**config.mk**
```make
export PLATFORM = sky130hd
export DESIGN_NAME = hamming_enc_seq
export DESIGN_NICKNAME = d
export VERILOG_FILES = /design/src/rtl/hamming_enc_seq.sv
export SDC_FILE = /design/constraint.sdc
export NUM_CORES = 1
export LEC_CHECK = 0
export CORE_MARGIN = 5
export CORE_UTILIZATION = 53
export DETAILED_ROUTE_END_ITERATION = 10
export PLACE_DENSITY = 0.89
export SETUP_SLACK_MARGIN = 0.3
export SYNTH_ARGS = -nofsm -noshare
export SYNTH_HDL_FRONTEND = slang
export SYNTH_SLANG_ARGS = --single-unit
export TNS_END_PERCENT = 1
```
**constraint.sdc**
```tcl
create_clock -name clk -period 4.49 [get_ports clk]
set_input_delay 1.347 -clock clk [delete_from_list [all_inputs] [get_ports clk]]
set_output_delay 1.347 -clock clk [all_outputs]
set_load 0.01 [all_outputs]
```
**src/rtl/hamming_enc_seq.sv**
```systemverilog
// hamming_enc_seq: stand-alone sequencer for the SECDED (16,11) encode job.
// Reads NUM_MSG 11-bit messages (byte pairs from SRC_BASE), computes the
// Hamming parity bits p8/p4/p2/p1 plus overall parity p0, and writes the
// 16-bit codewords as byte pairs from DST_BASE. Raises done when finished.
// Optional build macro: HAMMING_SEQ_MEM_ARB_EN adds mem_req/mem_gnt so the
// memory port can be shared; without it the port is always considered granted.
module hamming_enc_seq #(
  parameter int NUM_MSG  = 15,
  parameter int SRC_BASE = 0,
  parameter int DST_BASE = 30,
  parameter int AW       = 8
) (
  input  logic          clk,
  input  logic          reset,
  output logic [AW-1:0] mem_addr,
  input  logic [7:0]    mem_rd_data,
  output logic          mem_wr_en,
  output logic [7:0]    mem_wr_data,
`ifdef HAMMING_SEQ_MEM_ARB_EN
  output logic          mem_req,
  input  logic          mem_gnt,
`endif
  output logic          done
);

  typedef enum logic [2:0] {
    RD_LO = 3'd0,
    RD_HI = 3'd1,
    WR_LO = 3'd2,
    WR_HI = 3'd3,
    FIN   = 3'd4
  } state_t;

  state_t        r_state;
  logic [3:0]    r_idx;
  logic [7:0]    r_lo;
  logic [2:0]    r_hi;
  logic          r_done;

  logic          w_gnt;
  logic [11:1]   w_d;
  logic [4:0]    w_par;
  logic          w_p8, w_p4, w_p2, w_p1, w_p0;
  logic [AW-1:0] w_off;
  logic [AW-1:0] w_src;
  logic [AW-1:0] w_dst;
  logic          w_unused;

  // Parity bits {p8,p4,p2,p1,p0} for message bits d[11:1].
  function automatic logic [4:0] hamming_par(input logic [11:1] d);
    logic p8, p4, p2, p1, p0;
    p8 = ^d[11:5];
    p4 = (^d[11:8]) ^ (^d[4:2]);
    p2 = d[11] ^ d[10] ^ d[7] ^ d[6] ^ d[4] ^ d[3] ^ d[1];
    p1 = d[11] ^ d[9] ^ d[7] ^ d[5] ^ d[4] ^ d[2] ^ d[1];
    p0 = (^d[11:1]) ^ p8 ^ p4 ^ p2 ^ p1;
    return {p8, p4, p2, p1, p0};
  endfunction

`ifdef HAMMING_SEQ_MEM_ARB_EN
  assign w_gnt = mem_gnt;
`else
  assign w_gnt = 1'b1;
`endif

  // The upper bits of the high source byte carry no message data.
  assign w_unused = ^mem_rd_data[7:3];

  assign w_d   = {r_hi, r_lo};
  assign w_par = hamming_par(w_d);
  assign w_p8  = w_par[4];
  assign w_p4  = w_par[3];
  assign w_p2  = w_par[2];
  assign w_p1  = w_par[1];
  assign w_p0  = w_par[0];

  // Byte offset of the current message pair; wraps modulo 2^AW.
  assign w_off = AW'({r_idx, 1'b0});
  assign w_src = AW'(SRC_BASE) + w_off;
  assign w_dst = AW'(DST_BASE) + w_off;

  assign done = r_done;

  // Memory-port outputs decoded from the current state; quiet while in reset.
  always_comb begin
    mem_addr    = AW'(SRC_BASE);
    mem_wr_en   = 1'b0;
    mem_wr_data = 8'h00;
    if (reset) begin
      mem_addr  = AW'(SRC_BASE);
      mem_wr_en = 1'b0;
    end else begin
      case (r_state)
        RD_LO: mem_addr = w_src;
        RD_HI: mem_addr = w_src + AW'(1);
        WR_LO: begin
          mem_addr    = w_dst;
          mem_wr_en   = w_gnt;
          mem_wr_data = {w_d[4:2], w_p4, w_d[1], w_p2, w_p1, w_p0};
        end
        WR_HI: begin
          mem_addr    = w_dst + AW'(1);
          mem_wr_en   = w_gnt;
          mem_wr_data = {w_d[11:5], w_p8};
        end
        FIN:     mem_addr = AW'(DST_BASE);
        default: mem_addr = AW'(SRC_BASE);
      endcase
    end
  end

`ifdef HAMMING_SEQ_MEM_ARB_EN
  // Request the shared port whenever the job still has accesses to make.
  always_comb begin
    mem_req = 1'b0;
    if (reset) begin
      mem_req = 1'b0;
    end else begin
      mem_req = (r_state != FIN);
    end
  end
`endif

  // Sequencer: read lo, read hi, write lo, write hi per message; each step
  // only advances in a granted cycle.
  always_ff @(posedge clk) begin
    if (reset) begin
      r_state <= RD_LO;
      r_idx   <= 4'd0;
      r_lo    <= 8'h00;
      r_hi    <= 3'b000;
      r_done  <= 1'b0;
    end else if (w_gnt) begin
      case (r_state)
        RD_LO: begin
          r_lo    <= mem_rd_data;
          r_state <= RD_HI;
        end
        RD_HI: begin
          r_hi    <= mem_rd_data[2:0];
          r_state <= WR_LO;
        end
        WR_LO: r_state <= WR_HI;
        WR_HI: begin
          if (r_idx == 4'(NUM_MSG - 1)) begin
            r_state <= FIN;
            r_done  <= 1'b1;
          end else begin
            r_idx   <= r_idx + 4'd1;
            r_state <= RD_LO;
          end
        end
        FIN: begin
          r_state <= FIN;
          r_done  <= 1'b1;
        end
        default: begin
          r_state <= RD_LO;
          r_idx   <= 4'd0;
          r_done  <= 1'b0;
        end
      endcase
    end else begin
      r_state <= r_state;
      r_idx   <= r_idx;
      r_lo    <= r_lo;
      r_hi    <= r_hi;
      r_done  <= r_done;
    end
  end

endmodule

```
# After elaboration in Yosys (flattened, before gate mapping)

Index checks and enable logic that the tools add are counted.
Widths: inputs -> output; s select.

Flip-flop bits (word level): 19
Word-level logic and storage cells: 57
Bits of input ports: 10
Output and inout bits: 18

Equality and inequality tests: 7
Reduce and logical (&&, ||, !) cells: 10
Bitwise operators: 19
Mux-type cells: 12
$add $sub $neg: 4

Operators by type and width:

| operator            | number |
|---|---|
| $pmux 7 s5          | 1 |
| $xor 1x1->1         | 17 |
| $pmux 8 s2          | 1 |
| $pmux 3 s5          | 1 |
| $reduce_xor 11->1   | 1 |
| $mux 8              | 1 |
| $pmux 4 s2          | 1 |
| $add 6x1->7 const B | 1 |
| $mux 7              | 1 |
| $reduce_xor 7->1    | 1 |
| $add 5x1->6 const B | 1 |
| $add 5x5->6 const A | 1 |
| $eq 3x2->1 const B  | 2 |
| $add 4x1->4 const B | 1 |
| $eq 4x4->1 const B  | 1 |
| $mux 4              | 1 |
| $ne 2x2->1 const B  | 2 |
| $reduce_and 2->1    | 2 |
| $reduce_or 4->1     | 1 |
| $reduce_xor 4->1    | 1 |
| $eq 3x1->1 const B  | 1 |
| $eq 3x3->1 const B  | 1 |
| $logic_not 3->1     | 1 |
| $mux 1              | 3 |
| other kinds (6)     | 7 |

# Longest topological paths before layout

Gate-level depths: netlist (run 1).

Depth after elaboration: 10
Depth in mapped cells: 6
Mapped depth without buffers: 6

# Worst setup path before layout (run 1)

OpenSTA, ideal clock, no wires.

Path type: input port to output port
Start point: input reset
End point: output mem_addr[5]
Data required time: 3.143 ns
Data arrival time: 2.135 ns
Path buffers: 1
Setup slack: 1.008 ns
Stages: 3
Cells stage by stage: clkbuf_1 > nand2b_1 > a211oi_1

Longest elaborated chain between the ends: 1

RTL lines:

| what        | RTL line | source |
|---|---|---|
| from (decl) | 14       | `input logic reset,` |
| $mux 7      | 89       | `if (reset) begin` |
| to (decl)   | 15       | `output logic [AW-1:0] mem_addr,` |

Every way passes these cells.

# Worst setup path after layout (run 1)

Start point: register r_hi[0]
End point: output mem_wr_data[0]

Longest elaborated chain between the ends: 9
Elaborated cells between the ends (all ways): 16
Classes of those cells: mux: 2; bitwise: 11; reduce/logical: 3

RTL lines:

| what                     | RTL line | source |
|---|---|---|
| from (decl)              | 37       | `logic [2:0] r_hi;` |
| from (signal assigned)   | 140      | `r_hi <= mem_rd_data[2:0];` |
| from (signal assigned)   | 167      | `r_hi <= r_hi;` |
| $xor 1x1->1 (6 in a row) | 55       | `p1 = d[11] ^ d[9] ^ d[7] ^ d[5] ^ d[4] ^ d[2] ^ d[1];` |
| $xor 1x1->1              | 56       | `p0 = (^d[11:1]) ^ p8 ^ p4 ^ p2 ^ p1;` |
| $pmux 8 s2 (*)           | 93       | `case (r_state)` |
| $mux 8 (*)               | 89       |  |
| to (decl)                | 18       | `output logic [7:0] mem_wr_data,` |

Mark *: on every way between the ends. The rest lies on a longest branch, timed or not.

==> results of run 1 <==
-- cells in the mapped netlist --
| cell | count | area (um^2) |
|---|---|---|
| xor2_2 | 1 | 16.3 |
| inv_1 | 4 | 15.0 |
| a211oi_1 | 1 | 7.51 |
| nor3_2 | 1 | 10.0 |
| o22a_1 | 1 | 8.76 |
| xor2_1 | 7 | 61.3 |
| a21oi_1 | 5 | 25.0 |
| conb_1 | 1 | 3.75 |
| clkbuf_1 | 7 | 26.3 |
| buf_4 | 2 | 15.0 |
| ha_1 | 3 | 37.5 |
| or2_2 | 1 | 6.26 |
| nor3_1 | 7 | 35.0 |
| nand2b_1 | 2 | 12.5 |
| nor2_1 | 29 | 109 |
| xnor2_1 | 9 | 78.8 |
| mux2i_1 | 16 | 160 |
| dfxtp_1 | 19 | 380 |
| xnor3_1 | 3 | 67.6 |
| xnor3_2 | 1 | 23.8 |
| a32o_1 | 2 | 20.0 |
| or3_1 | 2 | 12.5 |
| or3b_2 | 1 | 8.76 |
| nor4b_1 | 1 | 8.76 |
| nand4_1 | 2 | 12.5 |
| buf_1 | 2 | 7.51 |
| nand2_1 | 2 | 7.51 |
| nand3_1 | 5 | 25.0 |
| nor3b_1 | 1 | 7.51 |
| o21ai_0 | 3 | 15.0 |
| buf_2 | 1 | 5.00 |
-- through the flow --
step | utilization [%] | total power (W) | setup slack (ns) | area (um^2)
after CTS | 68.7 | 0.000440 | 0.226 | 1520
after global placement | 67.3 | 0.000346 | 0.202 | 1490
after detailed placement | 67.3 | 0.000352 | 0.180 | 1490
final | 68.8 | 0.000440 | 0.559 | 1520
after floorplan | - | 0.000310 | 1.01 | 1230
after global routing | 68.8 | 0.000464 | 0.486 | 1520
-- flip-flops by register name, summed over array words and instances (netlist names) --
signal / count
r_hi: 3
r_idx: 4
r_lo: 8
r_state: 3
done: 1
-- repair_timing --
action	4_1_cts	5_1_grt
endpoints found under the setup margin	13	13
pin swaps	0	0
setup buffers	0	0
hold buffers	0	0
resized for setup	3	1
hold endpoints to repair	0	0
-- power by group --
group	internal [W]	total (W)	switching [W]
sequential	0.000179	0.000199	0.0000207
clock	0.0000346	0.0000894	0.0000548
combinational	0.0000889	0.000151	0.0000621
-- per-layer routing --
layer  share of wire (%)  wire [um]
met5                   0          0
met4                 1.6         45
met3                 5.9        167
met2                  50       1400
met1                  43       1200
-- cells by family after synthesis --
group | share of synthesized area (%)
AO/OA/AOI/OAI | 6.21
AND/OR/NAND/NOR | 20.8
flip-flops | 30.9
other | 0.305
XOR/XNOR | 20.1
adder cells (fa/ha/maj) | 3.05
buffers and inverters | 5.59
multiplexers | 13.0
-- layout make-up --
type,count,area [um^2]
clock buffer,4,26.3
fill,184,689
inverter,4,15.0
multi-input combinational,108,792
sequential,19,380
tap,28,35.0
timing repair buffer,28,274
-- final timing paths --
path / startpoint / to / slack [ns] / depth (start not counted)
setup reg to reg: r_state[0] / r_hi[2] / 2.55 / 4
hold / removal: done / done / 0.50 / 2
setup / recovery: r_hi[0] / mem_wr_data[0] / 0.56 / 5
hold reg to reg: done / done / 0.50 / 2
-- worst max-delay path, delay by kind of cell (launching register included) --
family	cells	cell delay, ns
AO/OA/AOI/OAI	1	0.27
XOR/XNOR	3	1.17
buffers and inverters	1	0.48
flip-flops	1	0.37
==> results by group, run 1 <==
Timing
  • Clock skew: 0.00148 ns
  • Fin Setup TNS: 0 ns
  • Post-route minimum period: 3.93 ns
  • Slew HR: 43.0%
  • Hold_ws: 0.501 ns
  • Final period util: 87.6%
  • Hold Vio Cnt, Final: 0
  • Slew Limit Fails: 0
  • Fmax: 254 MHz
  • Final setup fails: 0
  • Least-Margin Pin Slew: 0.850 ns
  • RSZ-0062 raised after global routing: no

Logic synthesis
  • Yosys warnings: 0
  • Synth Instances: 142
  • Mapped Area: 1230 um^2
  • Synth Register Bits: 19
  • Syn_area_per_cell: 8.66 um^2
  • Synth cell types: 31
  • Post-synthesis sequential area ratio: 30.9%

Global routing
  • Largest net degree at the start of global routing: 19
  • Global-route layer with the greatest usage: met2
  • GRT Residual Overflow: 0
  • Gr usage total: 17.5%
  • Vias in the first global route: 1081
  • Initial antenna violation count: 0
  • Met1 Track Usage GR: 20.4%
  • First-pass GRT wire length: 4.67 mm
  • Met2 Use GR: 30.8%
  • Global-route met3 utilization: 3.56%

Layout
  • Commonest non-fill, non-tap cell in the layout: nor2_1
  • Syn-to-layout area delta: 23.8%
  • ANT cells: 0
  • Final Non-Filler Cells: 191
  • Share of layout cells above drive strength 1: 7.36%
  • Commonest non-fill, non-tap cells in the layout: 29 x nor2_1, 23 x clkdlybuf4s50_1, 19 x dfxtp_1, 16 x mux2i_1, 9 x xnor2_1
  • NumNets Final: 177

Floorplanning
  • I/O Pins: 28
  • Horiz. Die Dim: 58.2 um
  • FP Rows: 17
  • Die ar.: 3380 um^2
  • Die Ht: 58.2 um
  • Core ar.: 2210 um^2
  • Initial core utilization: 55.6%

Pwr
  • Peak VDD IR: 0.200 mV
  • P per Cell Area: 289 nW/um^2
  • Leakage power: 0.639 nW

Detailed routing
  • Initial drt markers: 41
  • TritonRoute pass-1 iters: 4
  • Remaining antenna violation count: 0
  • Vias: 1062
  • Post-Route WL: 2.81 mm
  • Via/cell ratio: 5.56
  • Drc violations: 0
  • Drt wl/cell: 14.7 um

Critical path
  • Crit path arrival time: 2.58 ns
  • Critical path class: flip-flop to primary output
  • Worst Setup Start Kind: flip-flop
  • WP data required: 3.14 ns
  • Crit path largest cell delay: 0.53 ns
  • Critical Path Slowest Stage Cell: xnor3_2
  • Crit-path max FO: 4
  • Crit-path cells: xnor2_1 > xnor3_2 > xnor3_1 > a32o_1 > clkdlybuf4s50_1
  • Crit path capture type: primary output

Clocking
  • CTS tree: yes
  • Worst-path clk slew: 0.11 ns
  • H-Tree Depth: 1
  • Clk_lat worst skew: 0.30 ns
  • Clock sinks: 19
  • CTS Root Cell: clkbuf_4
  • Max clock buf depth: 2
  • Num CTS Buffers: 3

Placed design
  • Dpl cells: 187
  • GPL Wtd Cong: 0.827
  • I/O Buffers: 25
  • Dpl hpwl: 2.10 mm

Run status
  • Outcome: finished, final reports clean

Job
  • Max-cap violations: 0

Worst hold path
  • Hold WC Path Type: flip-flop to flip-flop
Note: power is estimated with default switching activity, not from simulation.
==> run 2: changes to the inputs <==
CAP_MARGIN = 30   (was not set)
==> results of run 2 <==
Final layout, timing and power as in run 1 (identical DEF).
==> run 3: changes to the inputs <==
GPL_TIMING_DRIVEN = 0   (was not set)
==> results by group, run 3 (same netlist as run 1, synthesis figures left out) <==
Layout
  • Largest Register: r_lo
  • Final Cell Area: 1550 um^2
  • Area of the multi-input gates: 787 um^2
  • Max FFs per register: 8
  • Register Area: 380 um^2
  • ANT cells: 0
  • NumNets Final: 186
  • Share of layout cells above drive strength 1: 8.72%
  • Layout fillers: 172
  • Top Registers: r_lo x8, r_idx x4
  • Commonest non-fill, non-tap cell in the layout: nor2_1
  • Commonest non-fill, non-tap cells in the layout: 29 x nor2_1, 23 x clkdlybuf4s50_1, 19 x dfxtp_1, 16 x mux2i_1, 9 x xnor2_1
  • Final Non-Filler Cells: 200
  • Syn-to-layout area delta: 26.2%

Timing
  • Slew Limit Fails: 0
  • Post-route minimum period: 4.34 ns
  • Clock skew: 0.00133 ns
  • Hold Vio Cnt, Final: 0
  • Final setup fails: 0
  • Final period util: 96.6%
  • Fmax: 230 MHz
  • Slew HR: 39.0%
  • RSZ-0062 raised after global routing: yes
  • Least-Margin Pin Slew: 0.909 ns

Floorplanning
  • I/O Pins: 28
  • Core ar.: 2210 um^2
  • Initial core utilization: 55.6%
  • Die Ht: 58.2 um
  • Die ar.: 3380 um^2
  • FP Rows: 17
  • Horiz. Die Dim: 58.2 um

Pwr
  • Sw Pwr: 0.000139 W
  • Clock Power Share: 20.5%
  • P per Cell Area: 284 nW/um^2
  • P_int: 0.000302 W
  • Sw Share: 31.5%
  • Peak VDD IR: 0.276 mV
  • Leakage power: 0.665 nW
  • Share of power burned in registers: 43.3%
  • Comb power frac: 36.3%

Placed design
  • I/O Buffers: 25
  • GPL Wtd Cong: 0.854
  • Dpl cells: 196
  • Area post-placement: 1520 um^2
  • Dpl hpwl: 2.21 mm

Worst hold path
  • HP Start: done
  • Worst hold endpoint: done
  • Hold path cells: 2
  • Hold WC Path Type: flip-flop to flip-flop

Clocking
  • Max clock buf depth: 2
  • H-Tree Depth: 1
  • Num CTS Buffers: 3
  • Clk_lat worst skew: 0.30 ns
  • CTS Root Cell: clkbuf_4
  • Clock sinks: 19
  • Worst-path clk slew: 0.11 ns
  • CTS tree: yes

Critical path
  • Worst Setup Start Kind: input pin
  • Critical path class: input pin to primary output
  • Crit path arrival time: 2.99 ns
  • Setup slack, reg-to-reg: 2.73 ns
  • Crit path capture type: primary output
  • WP data required: 3.14 ns
  • Crit-path max FO: 7
  • RR Startpoint: r_idx[0]
  • Cells on worst reg2reg path: 6
  • Critical R2R Capture: r_idx[1]

Global routing
  • Largest net degree at the start of global routing: 12
  • GRT Residual Overflow: 0
  • Gr usage total: 18.2%
  • Initial antenna violation count: 0
  • First-pass GRT wire length: 4.86 mm
  • Vias in the first global route: 1104

Detailed routing
  • Via/cell ratio: 5.49
  • Drc violations: 0
  • Post-Route WL: 2.81 mm
  • TritonRoute pass-1 iters: 4
  • Initial drt markers: 31
  • Vias: 1098
  • Remaining antenna violation count: 0
  • Drt wl/cell: 14.0 um

Run status
  • Outcome: finished, final reports clean

Job
  • Max-cap violations: 0
## run 3: cell count changes in the layout (fill, tap and decap cells not counted)
cell | previous run | this run
or2_2 | 0 | 1
clkbuf_1 | 1 | 6
nand2b_2 | 0 | 1
buf_4 | 3 | 2
buf_1 | 0 | 1
nor3_1 | 6 | 7
clkinv_2 | 0 | 1
or2_4 | 1 | 0
buf_2 | 0 | 2
nand2b_1 | 2 | 1
clkbuf_2 | 0 | 1
nor3_2 | 2 | 1
## run 3: layout make-up
| class | instances | share of cell area, % |
|---|---|---|
| plain buffers | 12 | 3.63 |
| clock buffers | 3 | 1.45 |
| clock inverters | 1 | 0.322 |
| inverters | 4 | 0.967 |
| multi-input cells | 108 | 50.7 |
| flip-flops and latches | 19 | 24.5 |
| well taps | 28 | 2.26 |
| repair buffers | 25 | 16.2 |
## run 3: what timing repair did
| action | 4_1_cts | 5_1_grt |
|---|---|---|
| setup buffers | 0 | 0 |
| gates resized for setup | 4 | 1 |
| hold buffers | 0 | 0 |
| setup endpoints to repair | 14 | 14 |
## run 3: worst max-delay path, stage by stage
cell and delay [ns]:
clkdlybuf4s50_1 0.44, or2_2 0.32, clkbuf_1 0.18, a21oi_1 0.15, clkdlybuf4s50_1 0.55
## run 3: stage by stage
step           utilization (%)  TNS (ns)  hold WS (ns)  setup WS, ns  power [W]
2_1_floorplan                -         0         0.503          1.01   0.000310
3_3_place_gp              68.7    -0.113         0.462       -0.0711   0.000347
3_5_place_dp              68.7    -0.122         0.475       -0.0855   0.000353
4_1_cts                   70.1         0         0.503        0.0878   0.000446
5_1_grt                   70.2         0         0.515        0.0320   0.000466
6_report                  70.2         0         0.496         0.151   0.000441
## run 3: power groups by stage
stage	Combinational (W)	Sequential (W)	Clock [W]
2_1_floorplan	0.000119	0.000191	0
3_3_place_gp	0.000154	0.000194	0
3_5_place_dp	0.000159	0.000195	0
4_1_cts	0.000160	0.000191	0.0000946
5_1_grt	0.000174	0.000192	0.0000999
6_report	0.000160	0.000191	0.0000903
## run 3: worst max path at each step
stage                from             end  cells past startpoint
finish              reset  mem_wr_data[4]                      5
global route        reset  mem_wr_data[4]                      5
detailed placement  reset     mem_addr[2]                      5
floorplan           reset     mem_addr[5]                      3
global placement    reset     mem_addr[2]                      5
CTS                 reset  mem_wr_data[2]                      5
## run 3: routing by layer
layer	GRT usage, %	part of all wire [%]	wire (um)	vias to the layer above
met4	7.62	1.8	51	0
met3	3.79	6.1	172	8
met5	0	0	0	-
li1	-	-	-	533
met1	23.3	44	1230	508
met2	29.5	48	1360	49
